--- src/rtl/seg_scan_driver_if.sv ---
// Host-side bundle for the 4-digit seven-segment scan driver.
// duty exists only when SEG_DIM_EN is defined.
interface seg_scan_driver_if;
  logic        en;
  logic        load;
  logic [27:0] seg_code;
`ifdef SEG_DIM_EN
  logic [3:0]  duty;
`endif
  logic [6:0]  seg;
  logic [3:0]  an;
  logic        frame_start;
  logic        upd_pend;

`ifdef SEG_DIM_EN
  modport master (
    output en, load, seg_code, duty,
    input  seg, an, frame_start, upd_pend
  );
  modport slave (
    input  en, load, seg_code, duty,
    output seg, an, frame_start, upd_pend
  );
`else
  modport master (
    output en, load, seg_code,
    input  seg, an, frame_start, upd_pend
  );
  modport slave (
    input  en, load, seg_code,
    output seg, an, frame_start, upd_pend
  );
`endif
endinterface

--- src/rtl/seg_scan_driver.sv ---
// Time-multiplexed common-anode 4-digit scan driver, frame-synchronous update.
// Optional per-dwell dimming is enabled by defining SEG_DIM_EN.
module seg_scan_driver #(
  parameter int         DIV_LOG2 = 16,
  parameter logic [6:0] SEG_OFF  = 7'b1111111
) (
  input  logic             clk,
  input  logic             rst_n,
  seg_scan_driver_if.slave bus
);

  if (DIV_LOG2 < 4 || DIV_LOG2 > 24) begin : gBadDiv
    $error("seg_scan_driver: DIV_LOG2 out of range 4..24");
  end

  logic [DIV_LOG2-1:0] cnt;
  logic [1:0]          idx;
  logic [27:0]         pending;
  logic [27:0]         display;
  logic                pendV;
  logic                wrapD;
  logic [6:0]          segQ;
  logic [3:0]          anQ;
  logic                frameQ;

  logic       tc;
  logic       boundary;
  logic       gateOpen;
  logic       lit;
  logic [6:0] segSel;
  logic [3:0] anSel;

  assign tc       = &cnt;
  assign boundary = tc && (idx == 2'd3);

`ifdef SEG_DIM_EN
  // On-time sits at the start of each dwell: top nibble of cnt vs duty.
  assign gateOpen = (cnt[DIV_LOG2-1 -: 4] <= bus.duty);
`else
  assign gateOpen = 1'b1;
`endif

  assign lit   = bus.en && gateOpen;
  assign anSel = ~(4'b0001 << idx);

  always_comb begin
    segSel = SEG_OFF;
    unique case (idx)
      2'd0: segSel = display[27:21];
      2'd1: segSel = display[20:14];
      2'd2: segSel = display[13:7];
      2'd3: segSel = display[6:0];
      default: segSel = SEG_OFF;
    endcase
  end

  always_ff @(posedge clk or negedge rst_n) begin
    if (!rst_n) begin
      cnt     <= '0;
      idx     <= 2'd0;
      pending <= '0;
      pendV   <= 1'b0;
      display <= {4{SEG_OFF}};
      wrapD   <= 1'b0;
      anQ     <= 4'b1111;
      segQ    <= SEG_OFF;
      frameQ  <= 1'b0;
    end else begin
      cnt <= cnt + 1'b1;
      if (tc) begin
        idx <= idx + 2'd1;
      end

      // A load on the boundary cycle bypasses the pending buffer.
      if (boundary) begin
        if (bus.load) begin
          display <= bus.seg_code;
        end else if (pendV) begin
          display <= pending;
        end
        pendV <= 1'b0;
      end else if (bus.load) begin
        pending <= bus.seg_code;
        pendV   <= 1'b1;
      end

      anQ  <= lit ? anSel : 4'b1111;
      segQ <= lit ? segSel : SEG_OFF;

      // Two stages so the pulse lines up with digit0's first output.
      wrapD  <= boundary;
      frameQ <= wrapD;
    end
  end

  assign bus.seg         = segQ;
  assign bus.an          = anQ;
  assign bus.frame_start = frameQ;
  assign bus.upd_pend    = pendV;

endmodule
--- src/flat_wrapper.sv ---
// flat-port wrapper written by rule: the top's interface ports become plain ports
module seg_scan_driver_flat 
#(
  parameter int         DIV_LOG2 = 16,
  parameter logic [6:0] SEG_OFF  = 7'b1111111
)
  (clk, rst_n, bus_en, bus_load, bus_seg_code, bus_seg, bus_an, bus_frame_start, bus_upd_pend);
  seg_scan_driver_if bus_i ();
  input  logic clk;
  input  logic rst_n;
  input wire logic [$bits(bus_i.en)-1:0] bus_en;
  input wire logic [$bits(bus_i.load)-1:0] bus_load;
  input wire logic [$bits(bus_i.seg_code)-1:0] bus_seg_code;
  output wire logic [$bits(bus_i.seg)-1:0] bus_seg;
  output wire logic [$bits(bus_i.an)-1:0] bus_an;
  output wire logic [$bits(bus_i.frame_start)-1:0] bus_frame_start;
  output wire logic [$bits(bus_i.upd_pend)-1:0] bus_upd_pend;
  assign bus_i.en = bus_en;
  assign bus_i.load = bus_load;
  assign bus_i.seg_code = bus_seg_code;
  assign bus_seg = bus_i.seg;
  assign bus_an = bus_i.an;
  assign bus_frame_start = bus_i.frame_start;
  assign bus_upd_pend = bus_i.upd_pend;
  seg_scan_driver #(.DIV_LOG2(DIV_LOG2), .SEG_OFF(SEG_OFF)) u_core (.clk(clk), .rst_n(rst_n), .bus(bus_i));
endmodule
--- config.mk ---
export PLATFORM = sky130hd
export DESIGN_NAME = seg_scan_driver_flat
export DESIGN_NICKNAME = d
export VERILOG_FILES = /design/src/rtl/seg_scan_driver_if.sv /design/src/rtl/seg_scan_driver.sv /design/src/flat_wrapper.sv
export SDC_FILE = /design/constraint.sdc
export NUM_CORES = 1
export LEC_CHECK = 0
export ABC_CLOCK_PERIOD_IN_PS = 2000
export CAP_MARGIN = 25
export CORE_MARGIN = 10
export CORE_UTILIZATION = 46
export CTS_BUF_LIST = sky130_fd_sc_hd__clkbuf_4
export DETAILED_ROUTE_END_ITERATION = 8
export GPL_TIMING_DRIVEN = 1
export PLACE_DENSITY = 0.7
export SLEW_MARGIN = 10
export SYNTH_ARGS = -nofsm -noshare
export SYNTH_HDL_FRONTEND = slang
export SYNTH_SLANG_ARGS = --single-unit
--- constraint.sdc ---
create_clock -name clk -period 2 [get_ports clk]
set_input_delay 0.3 -clock clk [delete_from_list [all_inputs] [get_ports clk]]
set_output_delay 0.3 -clock clk [all_outputs]
set_load 0.01 [all_outputs]
==> results.md, run 1 <==
- The flow ran to the end, and the final reports show no timing, DRC or antenna violations.
- Summed over all failing endpoints, the final setup total negative slack is 0 ps.
- The HPWL after detailed placement is 5350 µm.
- The number of buffers inserted by post-CTS setup repair is 0.
- The antenna diode instance count is 0.
- For this run, the number of standard cells in the final layout without fillers is roughly 470.
- The number of antenna violations at the first check in global routing was 0.
- The final layout net count is 394.
- The area of the die is 0.0124 mm².
- The highest attainable clock frequency is 0.531 GHz.
- The floorplan step defined a core boundary enclosing between 0.008 and 0.009 mm².
- The routed length per placed instance is between 15 and 20 µm.
- The synthesized design contains 0 enable-type register cells.
- On the critical path the largest part of the delay comes from simple AND/OR/NAND/NOR gates.
- Global routing used 12.6% of the available tracks.
- The die extent in x is between 100 and 150 µm.
- The detail route stage leaves a number of antenna-violating nets equal to 0.
- The share of flip-flops with an asynchronous set or reset after synthesis is 100%.
- The power density relative to cell area is roughly 670 mW/mm².
- The internal reg-to-reg setup slack is around 120 ps.
- The smallest clock period supported by the final layout is computed as 1880 ps.
- The top fanout value on the critical path is 8.
- The cell chosen for the clock root is sky130_fd_sc_hd__clkbuf_4.
- IR analysis of the VDD net gives a maximum drop of around 380 µV.
- The max-slew violation count is 0.
- The Yosys step of the flow raised 0 warnings.
- The clock latency reported for the late side of the worst-skew pair is around 440 ps.
- Overall power consumption after layout is estimated at 3.05 mW.
- The mapped netlist covers 0.00383 mm².
- For this run, the detailed router's first-pass iteration total came to 4.
- The first global-routing pass estimated ~13000 µm of wire.
- The H-tree generated during clock tree synthesis spans 3 levels.
- The number of top-level design ports is 45.
- TritonCTS built the clock tree.
- For this block, the initial DRC count from the detailed router was 224.
- The worst setup path is launched from a flip-flop.
- The worst-path cell with the longest stage delay is sky130_fd_sc_hd__dfrtp_1.
- The placer congestion estimate is roughly 0.80.
- The part of the cycle the worst path needs is 94.2%.
- The hold violation total from the final report came to 0.
- The leading area contributor after synthesis is sky130_fd_sc_hd__dfrtp_1.
- Clock-pin slew was measured on the worst setup and hold paths at 140 ps.
- For this run, the register share of the synthesized area comes to 58.7%.
- The tree built by TritonCTS fans out to 88 sinks.
- The maximum number of pins on one net before global-route repair is 56.
- The instance count after placement with tap cells included is 449.
- The initial utilization of the core area, before any placement, comes to 46.9%.
- Yosys mapped the design onto 27 distinct sky130hd cell types.
- Across the routed clock network, the largest skew measured is ~11 ps.
- After synthesis the netlist holds a flip-flop and latch count of 88.
- For the pin with the worst max-slew slack, the measured transition is around 440 ps.
- In this run the worst hold path is classified as primary input to asynchronous set/reset pin.
- The critical path required time is 2340 ps.
- Synthesis produced 310 cells.
- Max-cap violations in this run came to 0.
- The number of cell rows is 33.
- The DRC violation count after routing is 0.
- The number of buffers on the longest clock path is 2.
- Relative to the synthesized area, the layout overhead comes to 18.2%.
- Setup repair after global routing left no endpoint under its margin.
- The layout cell share with drive strength beyond 1 is 27.7%.
- By area the synthesized netlist is led by sky130_fd_sc_hd__dfrtp_1, sky130_fd_sc_hd__dfstp_2, sky130_fd_sc_hd__o21ai_0, sky130_fd_sc_hd__mux2_2, sky130_fd_sc_hd__mux2i_1.
- Input and output buffers added on the ports amount to 44.
- The routed design has 7540 µm of wire.
- The delay of the slowest critical-path stage is 440 ps.
- The number of global-route vias before repair came to 2566.
- Summed over all layers, the global routing overflow is 0.
- The vertical die dimension is 111 µm.
- The kind of capture point of the worst setup path is a flip-flop.
- The data arrival time of the worst path is 2220 ps.
- The number of setup violations in the final report is 0.
- The number of buffers and inverters on the critical path is 1.
- The worst setup path is of the flip-flop to flip-flop kind.
- The share of synthesized area in the top cell type comes to 32.0%.
- The synthesized netlist net count is 348.
- Measured against its own limit, the worst slew margin works out to 70.3%.
- The analysis attributes to cell leakage a power of 1.88 nW.
- The number of vias per cell is ~5.4.
- The prevailing post-synth register cell is sky130_fd_sc_hd__dfrtp_1.
- Dividing the synthesized area by the synthesized cell count gives 12.4 µm².
- The number of clock buffers added by TritonCTS is 9.
- The critical path goes through and4_1 -> nand3_4 -> o31ai_4 -> buf_4 -> mux2_2.
- The routed layout has roughly 2500 vias.
## cells in the final DEF (no fill, tap or decap), drive strengths merged
cell type / netlist / final
o21ai: 64 / 64
dfrtp: 49 / 49
clkdlybuf4s50: 0 / 42
dfstp: 39 / 39
mux2: 29 / 29
mux2i: 28 / 28
nand2: 21 / 21
buf: 6 / 13
xnor2: 10 / 10
clkbuf: 15 / 9
a222oi: 7 / 7
inv: 4 / 7
nand4: 6 / 6
nand3: 6 / 6
ha: 6 / 6
xor2: 5 / 5
and4: 4 / 4
nor2: 4 / 4
clkinv: 0 / 4
and3: 3 / 3
nor3: 2 / 2
or2: 1 / 1
o31ai: 1 / 1
dlygate4sd3: 0 / 1
## worst register-to-register path: cells and delay by family, from the launching register on
kind	cells	cell delay, ps
flip-flops	1	440
AO/OA/AOI/OAI	1	310
multiplexers	1	350
AND/OR/NAND/NOR	2	460
buffers and inverters	1	220
## flip-flops by register name (all words and copies together) (netlist names)
name / count
u_core.bus.seg: 7
u_core.bus.an: 4
u_core.cnt: 16
u_core.bus.upd_pend: 1
u_core.display: 28
u_core.pending: 28
u_core.idx: 2
u_core.bus.frame_start: 1
u_core.wrapD: 1
## kinds of logic after synthesis
kind of cell / synth area share, %
adders and majority gates: 1.96
xor gates and xnor gates: 3.43
buffers and inverters: 3.00
and+or+nand+nor: 6.36
muxes: 15.8
AOI/OAI and AO/OA: 10.7
DFF: 58.7
## synthesized netlist by cell type (5+ instances only)
cell                       number
sky130_fd_sc_hd__nand2_1       21
sky130_fd_sc_hd__dfstp_2       39
sky130_fd_sc_hd__xor2_1         5
sky130_fd_sc_hd__mux2i_1       28
sky130_fd_sc_hd__dfrtp_1       49
sky130_fd_sc_hd__a222oi_1       7
sky130_fd_sc_hd__nand3_1        5
sky130_fd_sc_hd__ha_1           6
sky130_fd_sc_hd__nand4_1        6
sky130_fd_sc_hd__clkbuf_1      15
sky130_fd_sc_hd__o21ai_0       63
sky130_fd_sc_hd__xnor2_1       10
sky130_fd_sc_hd__mux2_2        28
## per-stage QoR
step           utilization (%)  area [µm²]  hold slack [ps]  setup slack [ps]
2_1_floorplan                -        3840             4.41              3.32
6_report                  55.5        4530              339               116
5_1_grt                   55.5        4530              352              11.5
3_3_place_gp              53.9        4410              281               177
3_5_place_dp              53.9        4410              286               126
4_1_cts                   55.4        4530              348               109
## layout make-up
cell class	count	area, µm²
clock buffers	9	67.6
flip-flops and latches	88	2250
fillers	718	3640
well taps	105	131
multi-input cells	197	1470
clock inverters	7	45.0
inverters	4	15.0
repair buffers	56	551
## final timing paths
| path | from | endpoint | cells past startpoint |
|---|---|---|---|
| min in group clk | u_core.wrapD | u_core.bus.frame_start | 0 |
| max in group asynchronous | rst_n | u_core.display[4] | 3 |
| setup / recovery | u_core.cnt[6] | u_core.pending[24] | 5 |
| hold reg to reg | u_core.wrapD | u_core.bus.frame_start | 0 |
| setup reg to reg | u_core.cnt[6] | u_core.pending[24] | 5 |
| hold / removal | rst_n | u_core.cnt[12] | 2 |
## repair_timing
action	in CTS	in global routing
hold buffers	1	0
resized for setup	0	1
setup endpoints to repair	0	4
hold endpoints to repair	33	0
## report_power, final
| part | total (mW) | switching [mW] | internal, mW |
|---|---|---|---|
| clock network | 0.888 | 0.630 | 0.258 |
| logic | 0.282 | 0.121 | 0.161 |
| registers | 1.88 | 0.0276 | 1.85 |
## layer usage
layer / share of wire, % / wire [µm] / up-vias / global-route usage, %
li1: - / - / 1200 / -
met1: 45 / 3410 / 1226 / 16.6
met2: 48 / 3590 / 59 / 18.9
met3: 5.5 / 413 / 9 / 3.57
met4: 1.7 / 130 / 0 / 5.14
met5: 0 / 0 / - / 0
No activity file was read; power rests on OpenSTA's default activity.
==> run 2: changes to the inputs <==
- CELL_PAD_IN_SITES_DETAIL_PLACEMENT: not set -> 0
- CELL_PAD_IN_SITES_GLOBAL_PLACEMENT: not set -> 2
- CORE_UTILIZATION: 46 -> 35
- PLACE_DENSITY: 0.7 -> not set
- PLACE_DENSITY_LB_ADDON: not set -> 0.1
==> run 2 against run 1 <==
Setup slack lost 60 ps. Critical path depth grew 2. Die area grew 25%. Global-route usage shrank 1.2 points. Wire length grew 16%. Sequential power is essentially flat. Final area grew 3.5%. Count of clock-buffer cells in the layout grew 3. Total power grew 8.5%. Non-clock buffer count grew 5. Highest routed layer unchanged. Sequential share of layout area shrank 1.7 points. Largest power group unchanged.
==> results.md, run 2 (synthesized netlist as in run 1, its figures left out) <==
- The clock latency reported for the late side of the worst-skew pair is 430 ps (about the same).
- The hold violation total from the final report is 0 (unchanged).
- The number of top-level design ports is 45 (unchanged).
- The total track usage was 11.4% (-1.2 points).
- The number of antenna violations at the first check in global routing is 0 (unchanged).
- The power density relative to cell area is 705 mW/mm² (+4.8%).
- The number of buffers created by CTS is 9 (unchanged).
- The maximum number of pins on one net before global-route repair is 38 (-32%).
- The total via count in the routed design is 2561 (+2.7%).
- The largest voltage drop on the vdd net is 313 µV (-18%).
- The number of setup violations in the final report is 0 (unchanged).
- The vertical die dimension came to 125 µm (+12%).
- The area of the die is 0.0155 mm² (+25%).
- The number of fill cells in the layout was 1058 (+47%).
- The number of DRC markers after the initial detailed-route iteration is 176 (-21%).
- The die extent in x came to 125 µm (+12%).
- The number of nets with antenna violations after routing came to 0 (unchanged).
- The part of the cycle the worst path needs was 97.2% (+3.0 points).
- The initial core utilization is 35.5% (-11 points).
- The number of max-cap violations is 0 (unchanged).
- TritonCTS built the clock tree.
- The largest registers in the layout are u_core.display (28), u_core.pending (28), u_core.cnt (16).
- The start point of the worst min-delay path is bus_load.
- The worst clock skew on the final layout is 23.1 ps (+12.4 ps).
- The DRC violation count after routing came to 0 (unchanged).
- The flow ran to the end, and the final reports show no timing, DRC or antenna violations.
- The headroom to the max-slew limit is 64.8% (-5.5 points).
- The library cells used most frequently in the layout, excluding fill and tap cells, are sky130_fd_sc_hd__o21ai_0, sky130_fd_sc_hd__dfrtp_1, sky130_fd_sc_hd__clkdlybuf4s50_1.
- The number of buffers on the longest clock path is 2 (unchanged).
- The core area is 0.0108 mm² (+32%).
- The placer congestion estimate is 0.738 (-7.7%).
- The tree is rooted in a sky130_fd_sc_hd__clkbuf_4.
- The final cell area excluding filler cells is 0.00469 mm² (+3.5%).
- The global-route congestion overflow total was 0 (unchanged).
- The layout cell share with drive strength beyond 1 is 28.7% (+0.99 points).
- The top fanout value on the critical path was 9 (+1).
- The number of vias per cell is 5.06 (-5.4%).
- The number of global-route vias before repair came to 2837 (+11%).
- Compared with the post-synthesis result, the final layout area differs by 22.3%.
- The highest attainable clock frequency was 0.515 GHz (-3.1%).
- The area of placed instances is 0.00446 mm² (+1.0%).
- The count of H-tree levels built during CTS is 3 (unchanged).
- The clock-pin slew reported for the worst setup and hold paths after clock tree synthesis is 140 ps (about the same).
- The tightest min-delay check is of the primary input to flip-flop type.
- The count of input and output buffers is 44 (unchanged).
- The startpoint identified for the worst register-to-register timing path is u_core.cnt[1].
- The most critical setup path has its startpoint at u_core.cnt[1].
- The max-slew violation count was 0 (unchanged).
- The critical path required time is 2330 ps (about the same).
- The instance count after placement with tap cells included came to 486 (+8.2%).
- The data arrival time of the worst path is 2270 ps (+50 ps).
- The clock period minus final worst setup slack is 1940 ps (+59.8 ps).
- The transition time of the tightest slew-check pin was 528 ps (+82.7 ps).
- The first-pass detailed-route iteration total came to 6 (+2).
- The HPWL after detailed placement came to 5890 µm (+10%).
- The routed length per placed instance was 17.2 µm (+6.4%).
- The number of cell rows is 38 (+15%).
- The total number of clock tree sinks was 88 (unchanged).
- STA classifies the critical path endpoint as a flip-flop.
- The final layout net count is 399 (+1.3%).
- The depth of the worst register-to-register path came to 7 (+2).
- The post-route non-filler standard cell count is 506 (+8.6%).
- The worst setup path is launched from a flip-flop.
- Leaving out fill and tap cells, the most frequent cell in the layout is sky130_fd_sc_hd__o21ai_0.
- The critical path in this run is classified as flip-flop to flip-flop.
- The worst hold path passes through 3 cells.
- The wire length of the first global-routing pass is 14300 µm (+12%).
- The total leakage power is 1.93 nW (+2.5%).
- The antenna diode instance count is 0 (unchanged).
- The wire length reported by the detailed router is 8710 µm (+16%).
==> run 2: cell types whose count changed in the layout (fill, tap and decap cells not counted), moves of 2 or more <==
cell and change:
sky130_fd_sc_hd__bufinv_16 +2, sky130_fd_sc_hd__clkbuf_4 +3, sky130_fd_sc_hd__clkinv_2 -3, sky130_fd_sc_hd__inv_4 -2, sky130_fd_sc_hd__buf_4 +3
==> run 2: final timing paths <==
kind	end	slack, ps
worst min-delay path	u_core.bus.upd_pend	290
worst max register to register	u_core.pending[2]	60
worst min register to register	u_core.bus.frame_start	370
max in group asynchronous	u_core.display[14]	910
min in group asynchronous	u_core.pending[7]	390
worst max-delay path	u_core.pending[2]	60
==> run 2: what timing repair did <==
item,CTS,global route
hold endpoints to repair,18,0
hold buffers,1,0
endpoints found under the setup margin,0,39
setup buffers,0,2
resized for setup,0,6
==> run 2: cell type report <==
type                       instances  area (µm²)  share of cell area, %
inverter                           4        15.0                  0.320
clock inverter                     4        71.3                   1.52
timing repair buffer              61         604                   12.9
clock buffer                      12        90.1                   1.92
multi-input combinational        197        1490                   31.7
sequential                        88        2250                   48.0
tap                              140         175                   3.73
==> run 2: metrics by stage <==
stage | TNS [ps] | power, mW | hold WS (ps) | setup slack (ps) | util, %
after floorplan | 0 | 2.04 | 4.41 | 3.32 | -
after detailed placement | 0 | 2.21 | 318 | 43.3 | 41.3
after global routing | -45.7 | 3.48 | 288 | -10.5 | 43.5
after global placement | 0 | 2.20 | 321 | 106 | 41.3
after CTS | 0 | 3.35 | 260 | 14.7 | 42.9
final | 0 | 3.31 | 295 | 56.7 | 43.5
==> run 2: per-layer routing <==
layer | vias to the layer above | part of all wire [%] | track usage, % | wire (µm)
met1 | 1296 | 46 | 14.3 | 4050
met5 | - | 0 | 0 | 0
met2 | 47 | 48 | 18.4 | 4220
li1 | 1212 | - | - | -
met3 | 6 | 3.9 | 2.51 | 340
met4 | 0 | 1.2 | 4.73 | 103
==> run 2: worst max-delay path, stage by stage, from the launching register on <==
cell and delay [ps]:
sky130_fd_sc_hd__dfrtp_1 440, sky130_fd_sc_hd__ha_4 160, sky130_fd_sc_hd__and3_1 190, sky130_fd_sc_hd__nand4_1 160, sky130_fd_sc_hd__o31ai_4 240, sky130_fd_sc_hd__buf_4 170
sky130_fd_sc_hd__clkbuf_16 150, sky130_fd_sc_hd__mux2_2 330
==> run 2: where the power goes <==
| group | total, mW | switching [mW] | internal [mW] |
|---|---|---|---|
| clock | 1.13 | 0.584 | 0.547 |
| combinational | 0.298 | 0.129 | 0.170 |
| sequential | 1.88 | 0.0257 | 1.85 |
| total | 3.31 | 0.738 | 2.57 |
==> run 3: changes to the inputs <==
- CTS_CLUSTER_DIAMETER: not set -> 200
==> results of run 3 <==
The final DEF is identical to that of run 2; final timing and power are the same.
